## config.mk

```make
export PLATFORM = sky130hd
export DESIGN_NAME = pc_sequencer
export DESIGN_NICKNAME = d
export VERILOG_FILES = /design/src/rtl/pc_sequencer.sv
export SDC_FILE = /design/constraint.sdc
export NUM_CORES = 1
export LEC_CHECK = 0
export CORE_ASPECT_RATIO = 0.9
export CORE_MARGIN = 5
export CORE_UTILIZATION = 40
export DETAILED_ROUTE_END_ITERATION = 16
export PLACE_DENSITY = 0.75
export SYNTH_ARGS = -nofsm -noshare
export SYNTH_HDL_FRONTEND = slang
export SYNTH_SLANG_ARGS = --single-unit
```

## constraint.sdc

```tcl
create_clock -name clk -period 4.8 [get_ports clk]
set_clock_uncertainty 0.2 [all_clocks]
set_input_delay 1.2 -clock clk [delete_from_list [all_inputs] [get_ports clk]]
set_output_delay 1.2 -clock clk [all_outputs]
set_load 0.02 [all_outputs]
```

## src/rtl/pc_sequencer.sv

```systemverilog
// rtl/pc_sequencer.sv - fetch program counter sequencer with redirect, halt and misaligned-target fault
module pc_sequencer #(
    parameter int unsigned      WIDTH        = 32,
    parameter int unsigned      STEP         = 4,
    parameter logic [WIDTH-1:0] RESET_VECTOR = WIDTH'(32'h0000_0000),
    parameter logic [WIDTH-1:0] EXC_VECTOR   = WIDTH'(32'h0000_0080)
) (
    input  logic             clk,
    input  logic             rst_n,
    input  logic             fetch_ready,
    input  logic             load_en,
    input  logic [WIDTH-1:0] load_target,
    input  logic             halt_req,
    input  logic             resume,
    output logic [WIDTH-1:0] pc,
    output logic [WIDTH-1:0] pc_next_seq,
    output logic             pc_valid,
    output logic             fault,
    output logic [1:0]       state
);

    typedef enum logic [1:0] {
        BOOT   = 2'd0,
        RUN    = 2'd1,
        HALTED = 2'd2,
        FAULT  = 2'd3
    } state_t;

    // With STEP=1 the mask is zero, so no target can ever be misaligned.
    localparam logic [WIDTH-1:0] ALIGN_MASK = WIDTH'(STEP - 1);

    state_t           state_q, state_d;
    logic [WIDTH-1:0] pc_q, pc_d;
    logic             fault_q, fault_d;
    logic             misaligned;

    assign misaligned  = |(load_target & ALIGN_MASK);
    assign pc_next_seq = pc_q + WIDTH'(STEP);

    always_comb begin
        state_d = state_q;
        pc_d    = pc_q;
        fault_d = fault_q;
        unique case (state_q)
            BOOT: begin
                state_d = RUN;
            end
            RUN: begin
                if (halt_req) begin
                    state_d = HALTED;
                end else if (load_en) begin
                    if (misaligned) begin
                        pc_d    = EXC_VECTOR;
                        fault_d = 1'b1;
                        state_d = FAULT;
                    end else begin
                        pc_d = load_target;
                    end
                end else if (fetch_ready) begin
                    pc_d = pc_next_seq;
                end
            end
            HALTED: begin
                if (resume) begin
                    state_d = RUN;
                end
            end
            FAULT: begin
                pc_d = EXC_VECTOR;
                if (resume) begin
                    fault_d = 1'b0;
                    state_d = RUN;
                end
            end
            default: state_d = BOOT;
        endcase
    end

    always_ff @(posedge clk) begin
        if (!rst_n) begin
            state_q <= BOOT;
            pc_q    <= RESET_VECTOR;
            fault_q <= 1'b0;
        end else begin
            state_q <= state_d;
            pc_q    <= pc_d;
            fault_q <= fault_d;
        end
    end

    assign pc       = pc_q;
    assign pc_valid = (state_q == RUN);
    assign fault    = fault_q;
    assign state    = state_q;

endmodule
```

======== After elaboration in Yosys (flattened, before gate mapping) ========
Cells that the tools add are included.
storage, ports and cells
  register bits ........................... 35
  latch bits .............................. 0
  bits in writable memories ............... 0
  memory bits (read-only) ................. 0
  bits of input ports ..................... 38
  word-level logic and storage cells ...... 37
  memories ................................ 0
cells by class
  add/subtract/negate cells ............... 1
  multipliers ............................. 0
  divide/modulo/power cells ............... 0
  $lt $le $gt $ge ......................... 0
  equality and inequality tests ........... 11
  shift-type cells ........................ 0
  multiplexer cells ....................... 15
  bitwise operators ....................... 0
  reduce and logical (&&, ||, !) cells .... 7
operator list
  cell                                                 count
  two-way mux 32 bit                                   4
  case mux 32 bit (2 select lines)                     1
  adder 32 x 3 -> 32 bit, second input constant        1
  two-way mux 2 bit                                    4
  != test 2 bit, second input constant                 3
  != test 3 bit, second input constant                 2
  case mux 2 bit (3 select lines)                      1
  AND reduction 3 bit                                  2
  AND reduction 5 bit                                  1
  equality test 2 bit, second input constant           2
  two-way mux 1 bit                                    4
  != test 2 x 1 -> 1 bit, second input constant        2
  OR reduction 2 bit                                   2
  != test 3 x 2 -> 1 bit, second input constant        1
  equality test 2 x 1 -> 1 bit, second input constant  1
  zero test 2 bit                                      1
  case mux 1 bit (2 select lines)                      1
  nonzero test 2 bit                                   1

======== Longest topological paths before layout ========
Gate-level depths: netlist of the first run.
  word-level depth ........................ 5
  mapped depth ............................ 7
  gate-level depth less buffers ........... 6

======== Worst setup path after synthesis of the first run ========
OpenSTA, ideal clock, no wires.
  path kind ............................... reg2out
  from .................................... register pc_q[2], in the netlist pc[2]
  to ...................................... output pc_next_seq[24]
  arrival ................................. 1.933 ns
  required time ........................... 3.400 ns
  path slack .............................. 1.467 ns
  stages on the path, launching flop included .. 7
  buffers on the path ..................... 1
  path through ............................ dfxtp_1 -> ha_1 -> nand4_4 -> nor4b_4 -> buf_6 -> nand4_1 -> xnor2_1
on the way
  longest elaborated chain between the ends .. 1
RTL lines
  item                    line  text
  start, declared         33    logic [WIDTH-1:0] pc_q, pc_d;
  start signal, assigned  86    pc_q <= pc_d;
  adder 32 x 3 -> 32 bit  38    assign pc_next_seq = pc_q + WIDTH'(STEP);
  end, declared           16    output logic [WIDTH-1:0] pc_next_seq,
Every way passes these cells.

======== Final worst setup path of the first run ========
Ends and elaborated chain as after synthesis.

==> results of run 1 <==
[area by class of cell]
class	instances	area [um2]	share of cell area (%)
repair buffers	110	1090	28.8
well taps	87	109	2.88
inverters	9	33.8	0.893
flip-flops and latches	35	701	18.5
multi-input cells	274	1750	46.3
clock buffers	8	100	2.65
[cells in the final DEF, fill, tap and decap left out, types with 6 or more instances in the layout]
cell | Yosys | final
inv_1 | 9 | 9
nand3_1 | 21 | 21
and3_1 | 6 | 6
o21ai_0 | 10 | 10
clkdlybuf4s50_1 | 0 | 105
xor2_1 | 7 | 7
a22oi_1 | 9 | 9
nor2_1 | 20 | 20
dfxtp_1 | 35 | 35
a31oi_1 | 7 | 7
a21oi_1 | 30 | 30
o2bb2ai_1 | 8 | 8
o21ai_1 | 9 | 8
and4_1 | 7 | 7
xnor2_1 | 20 | 20
nand2_1 | 43 | 43
clkbuf_8 | 0 | 7
[state kept, by name, summed over array words and instances (netlist names)]
signal  cells
pc         32
state       2
fault       1
[stage by stage]
step / utilization (%) / setup slack (ns) / area, um2 / hold WS, ns / cells
final: 60.8 / 0.464 / 3780 / 0.303 / 523
after global routing: 60.8 / 0.322 / 3780 / 0.323 / 523
after CTS: 60.8 / 0.496 / 3780 / 0.305 / 523
after detailed placement: 59.2 / 0.824 / 3680 / 0.294 / 515
after global placement: 59.2 / 0.918 / 3680 / 0.283 / 515
after floorplan: - / 1.47 / 2610 / 0.371 / 345
[critical path, stage by stage, from the launching register on]
cell	delay (ns)
dfxtp_1	0.46
ha_1	0.30
nand4_4	0.18
nor4b_4	0.61
nand4_1	0.21
xnor2_1	0.24
clkdlybuf4s50_1	0.65
[power by group]
part           internal [uW]  switching [uW]  leakage, uW
logic                   72.3            79.6     0.000955
clock network            131             111    0.0000515
registers                297            13.0     0.000283
total                    501             203      0.00129
[cells by family (layout without fill, tap and decap cells)]
family          after synthesis  in the layout  share of synthesized area (%)
fa+ha+maj                     1              1                          0.480
simple gates                141            141                           30.7
mux                           1              1                          0.384
flops                        35             35                           26.9
buf+inv                      36            127                           6.10
compound gates              104            104                           26.3
xor+xnor                     27             27                           9.08
[Yosys cell counts, types with 5 or more instances]
library cell,count
xor2_1,7
a32oi_1,5
nand2_1,43
buf_2,6
inv_1,9
nor2_1,20
a21oi_1,30
and3_1,6
a22oi_1,9
clkbuf_1,17
o2bb2ai_1,8
a31oi_1,7
and4_1,7
and2_1,5
o21ai_1,9
nand3_1,21
dfxtp_1,35
o21ai_0,10
nor4_1,5
xnor2_1,20
[worst max path at each step]
stage / to / slack, ns / depth (start not counted)
final: pc_next_seq[24] / 0.46 / 6
after global placement: pc_next_seq[24] / 0.92 / 6
after global routing: pc_next_seq[24] / 0.32 / 6
after detailed placement: pc_next_seq[24] / 0.82 / 6
after floorplan: pc_next_seq[24] / 1.47 / 6
after CTS: pc_next_seq[24] / 0.50 / 6
[metal layers]
layer	vias up	wire, um	GRT usage, %	share of wire, %
li1	1458	-	-	-
met1	1420	3970	29.7	43
met2	148	4250	36.6	47
met3	21	751	4.95	8.2
met4	0	160	5.77	1.8
met5	-	0	0	0
==> out/qor.txt, run 1 <==
flops & latches, synth - 35
ANT nets after route - 0
Tot Pwr - 704 uW
area leader, netlist - dfxtp_1
Worst Path Arrival - 2.94 ns
WL/cell - 17.4 um
Tcrit/Tclk final - 90.3%
Syn Nets - 384
Endpoint, Worst Hold - pc[1]
post-cts resize count - 0
largest cells by area after synthesis - dfxtp_1 (27%), xnor2_1 (6.7%), nand2_1 (6.2%), a21oi_1 (5.8%), nand3_1 (4.0%)
post-synth cell types - 62
initial core utilization - 41.9%
yosys warns - 0
num rows - 27
fillers - 595
Data required, critical path - 3.40 ns
share of cells above drive strength 1 - 6.19%
reg2reg setup slack - 2.39 ns
hold_sp - pc[1]
initial antenna violation count - 0
worst setup path category - flop to output pin
maxcap violations - 0
CTS Root Cell - clkbuf_8
first-pass GRT wire length - 14800 um
top_reg_cell synth - dfxtp_1
clock sink total - 35
status - complete, no violations
via/cell ratio - 5.83
die height - 86.6 um
HPWL Detailed - 6720 um
H-tree depth - 2
sum of negative setup slack - 0 ns
vias in the first global route - 2903
# IOs - 106
Post-synth ARST share - 0%
Post-CTS Setup Inserts - 0
IO buf count - 105
Antenna Cells - 0
Critical path origin - pc[2]
initial detailed-routing violation count - 259
Hold Violations, Final - 0
largest net degree at the start of global routing - 31
Critical Path Fanout Max - 11
syn_area_per_cell - 7.55 um2
Pleak - 0.00129 uW
Post-Synthesis Cells - 345
worst-case clock buffer depth - 2
DIE AREA - 8230 um2
gr usage total - 22.4%
FMAX - 231 MHz
Final Critical Period - 4.34 ns
reg2reg start - pc[2]
die extent in x - 95.1 um
Slew @ Worst Pin - 0.786 ns
Area Growth Syn to Fin - 45.1%
Post-synth EDFFs - 0
RSZ-0062 raised after global routing - no
fin nets - 474
CTS tree - built
HP Class - flop to flop
via count - 3047
DRC - 0
Pwr Density - 186 nW/um2
critical path endpoint category - output pin
Slew Limit Fails - 0
GRT overflow - 0
final wirelength - 9130 um
worst reg-to-reg path cell count - 6
Routability Congestion - 0.884
floorplan core area - 6220 um2
CTS Buf Count - 5
max_slew headroom - 47.4%
Reg clk slew, reported paths - 0.08 ns
Worst setup SP type - flop
top cell type's share of synthesized area - 26.9%
worst vdd ir - 0.132 mV
WHS Path Cells - 1
drt first pass iters - 5
Hold Buf Count CTS - 0
Final setup viols - 0
register area share after synthesis - 26.9%
clk_lat worst skew - 0.29 ns
Reg2Reg Capture Point - pc[24]
Mapped Area - 2600 um2
(Power assumes the default switching activity.)
==> inputs of run 2 (changes only) <==
Settings changed: CORE_MARGIN 5 to 2.
==> run 2 against run 1 <==
  * Critical endpoint unchanged
  * Die area decreased by 13%
  * Utilization fell by 0.44 points
  * Non-clock buffer count unchanged
  * Highest routed layer unchanged
  * Design area down 0.73%
  * Sequential cell count did not move
==> out/qor.txt, run 2 (synthesis gave the netlist of run 1 again) <==
met3 wire length - 614 um
CTS tree - built
initial core utilization - 41.9%
num rows - 27
floorplan core area - 6220 um2
Hold Buf Count CTS - 0
Post-CTS Setup Inserts - 0
largest net degree at the start of global routing - 25
CTS Root Cell - clkbuf_8
Final setup viols - 0
max_slew headroom - 43.0%
Tcrit/Tclk final - 90.5%
met2 wire len - 4100 um
worst-case clock buffer depth - 2
CTS Buf Count - 5
GRT overflow - 0
vias in the first global route - 2761
Multi-input gate area - 1750 um2
Data required, critical path - 3.40 ns
WL/cell - 17.1 um
RSZ-0062 raised after global routing - no
DR top layer - met4
drt first pass iters - 5
Slew @ Worst Pin - 0.853 ns
status - complete, no violations
initial antenna violation count - 0
CP Cell Sequence - ha_1 -> nand4_4 -> nor4b_4 -> nand4_1 -> xnor2_1 -> clkdlybuf4s50_1
CP Buf/Inv Count - 1
WHS - 0.315 ns
fin area - 3750 um2
Critical Path Fanout Max - 11
Pleak - 0.00128 uW
Pwr Density - 179 nW/um2
Worst Path Arrival - 2.94 ns
most common cell after layout, fill and taps aside - clkdlybuf4s50_1
DRC - 0
gr usage total - 24.9%
Area Growth Syn to Fin - 44.1%
Routability Congestion - 0.900
max FFs per register - 32
ANT nets after route - 0
Final Critical Period - 4.34 ns
clock sink total - 35
via/cell ratio - 5.83
worst vdd ir - 0.117 mV
final wirelength - 8930 um
# IOs - 106
fillers - 595
H-tree depth - 2
Slew Limit Fails - 0
HP Class - flop to flop
clk_lat worst skew - 0.29 ns
maxcap violations - 0
critical path's top delay family - simple AND/OR/NAND/NOR gates
most frequent cells in the layout - clkdlybuf4s50_1 (105), nand2_1 (43), dfxtp_1 (35), a21oi_1 (30), nand3_1 (21)
IO buf count - 105
share of cells above drive strength 1 - 5.76%
Antenna Cells - 0
Tot Pwr - 673 uW
first-pass GRT wire length - 14100 um
fin nets - 474
Reg clk slew, reported paths - 0.08 ns
initial detailed-routing violation count - 274
sum of negative setup slack - 0 ns
Hold Violations, Final - 0
sequential cell area - 701 um2
Critical-path top delay cell - clkdlybuf4s50_1
M1 wire length - 4110 um
critical path endpoint category - output pin
CP peak stage delay - 0.65 ns
via count - 3035
cell area after placement - 3680 um2
die extent in x - 89.1 um
worst setup path category - flop to output pin
HPWL Detailed - 6460 um
Worst setup SP type - flop
die height - 80.6 um
FMAX - 230 MHz
DIE AREA - 7180 um2
post-cts resize count - 0
==> run 2: cell count changes in the layout (fill, tap and decap cells not counted) <==
cell,delta
clkbuf_8,-2
==> run 2: per-layer routing <==
| metal | vias to the layer above | global-route usage, % |
|---|---|---|
| met5 | - | 0 |
| met4 | 0 | 5.07 |
| met3 | 15 | 4.32 |
| met2 | 141 | 40.5 |
| met1 | 1434 | 34.5 |
| li1 | 1445 | - |
==> run 2: layout make-up <==
class	count	share of cell area, %
clock buffer	6	1.93
inverter	9	0.900
multi-input combinational	274	46.6
sequential	35	18.7
tap	87	2.90
timing repair buffer	110	29.0
==> run 2: final timing paths <==
kind	startpoint	end	slack, ns	cells past startpoint
worst max-delay path	pc[2]	pc_next_seq[24]	0.46	6
worst min-delay path	pc[0]	pc[0]	0.31	1
worst max register to register	pc[2]	pc[24]	2.39	6
worst min register to register	pc[0]	pc[0]	0.31	1
==> run 2: report_power, final <==
| group | leakage (uW) | internal (uW) | switching (uW) |
|---|---|---|---|
| logic | 0.000955 | 72.3 | 80.2 |
| clock network | 0.0000371 | 97.0 | 113 |
| registers | 0.000283 | 297 | 12.9 |
==> run 2: per-stage QoR <==
stage | util [%] | instances | setup slack, ns
finish | 60.4 | 521 | 0.457
detailed placement | 59.2 | 515 | 0.839
CTS | 60.4 | 521 | 0.516
global placement | 59.2 | 515 | 0.920
global route | 60.4 | 521 | 0.313
floorplan | - | 345 | 1.47
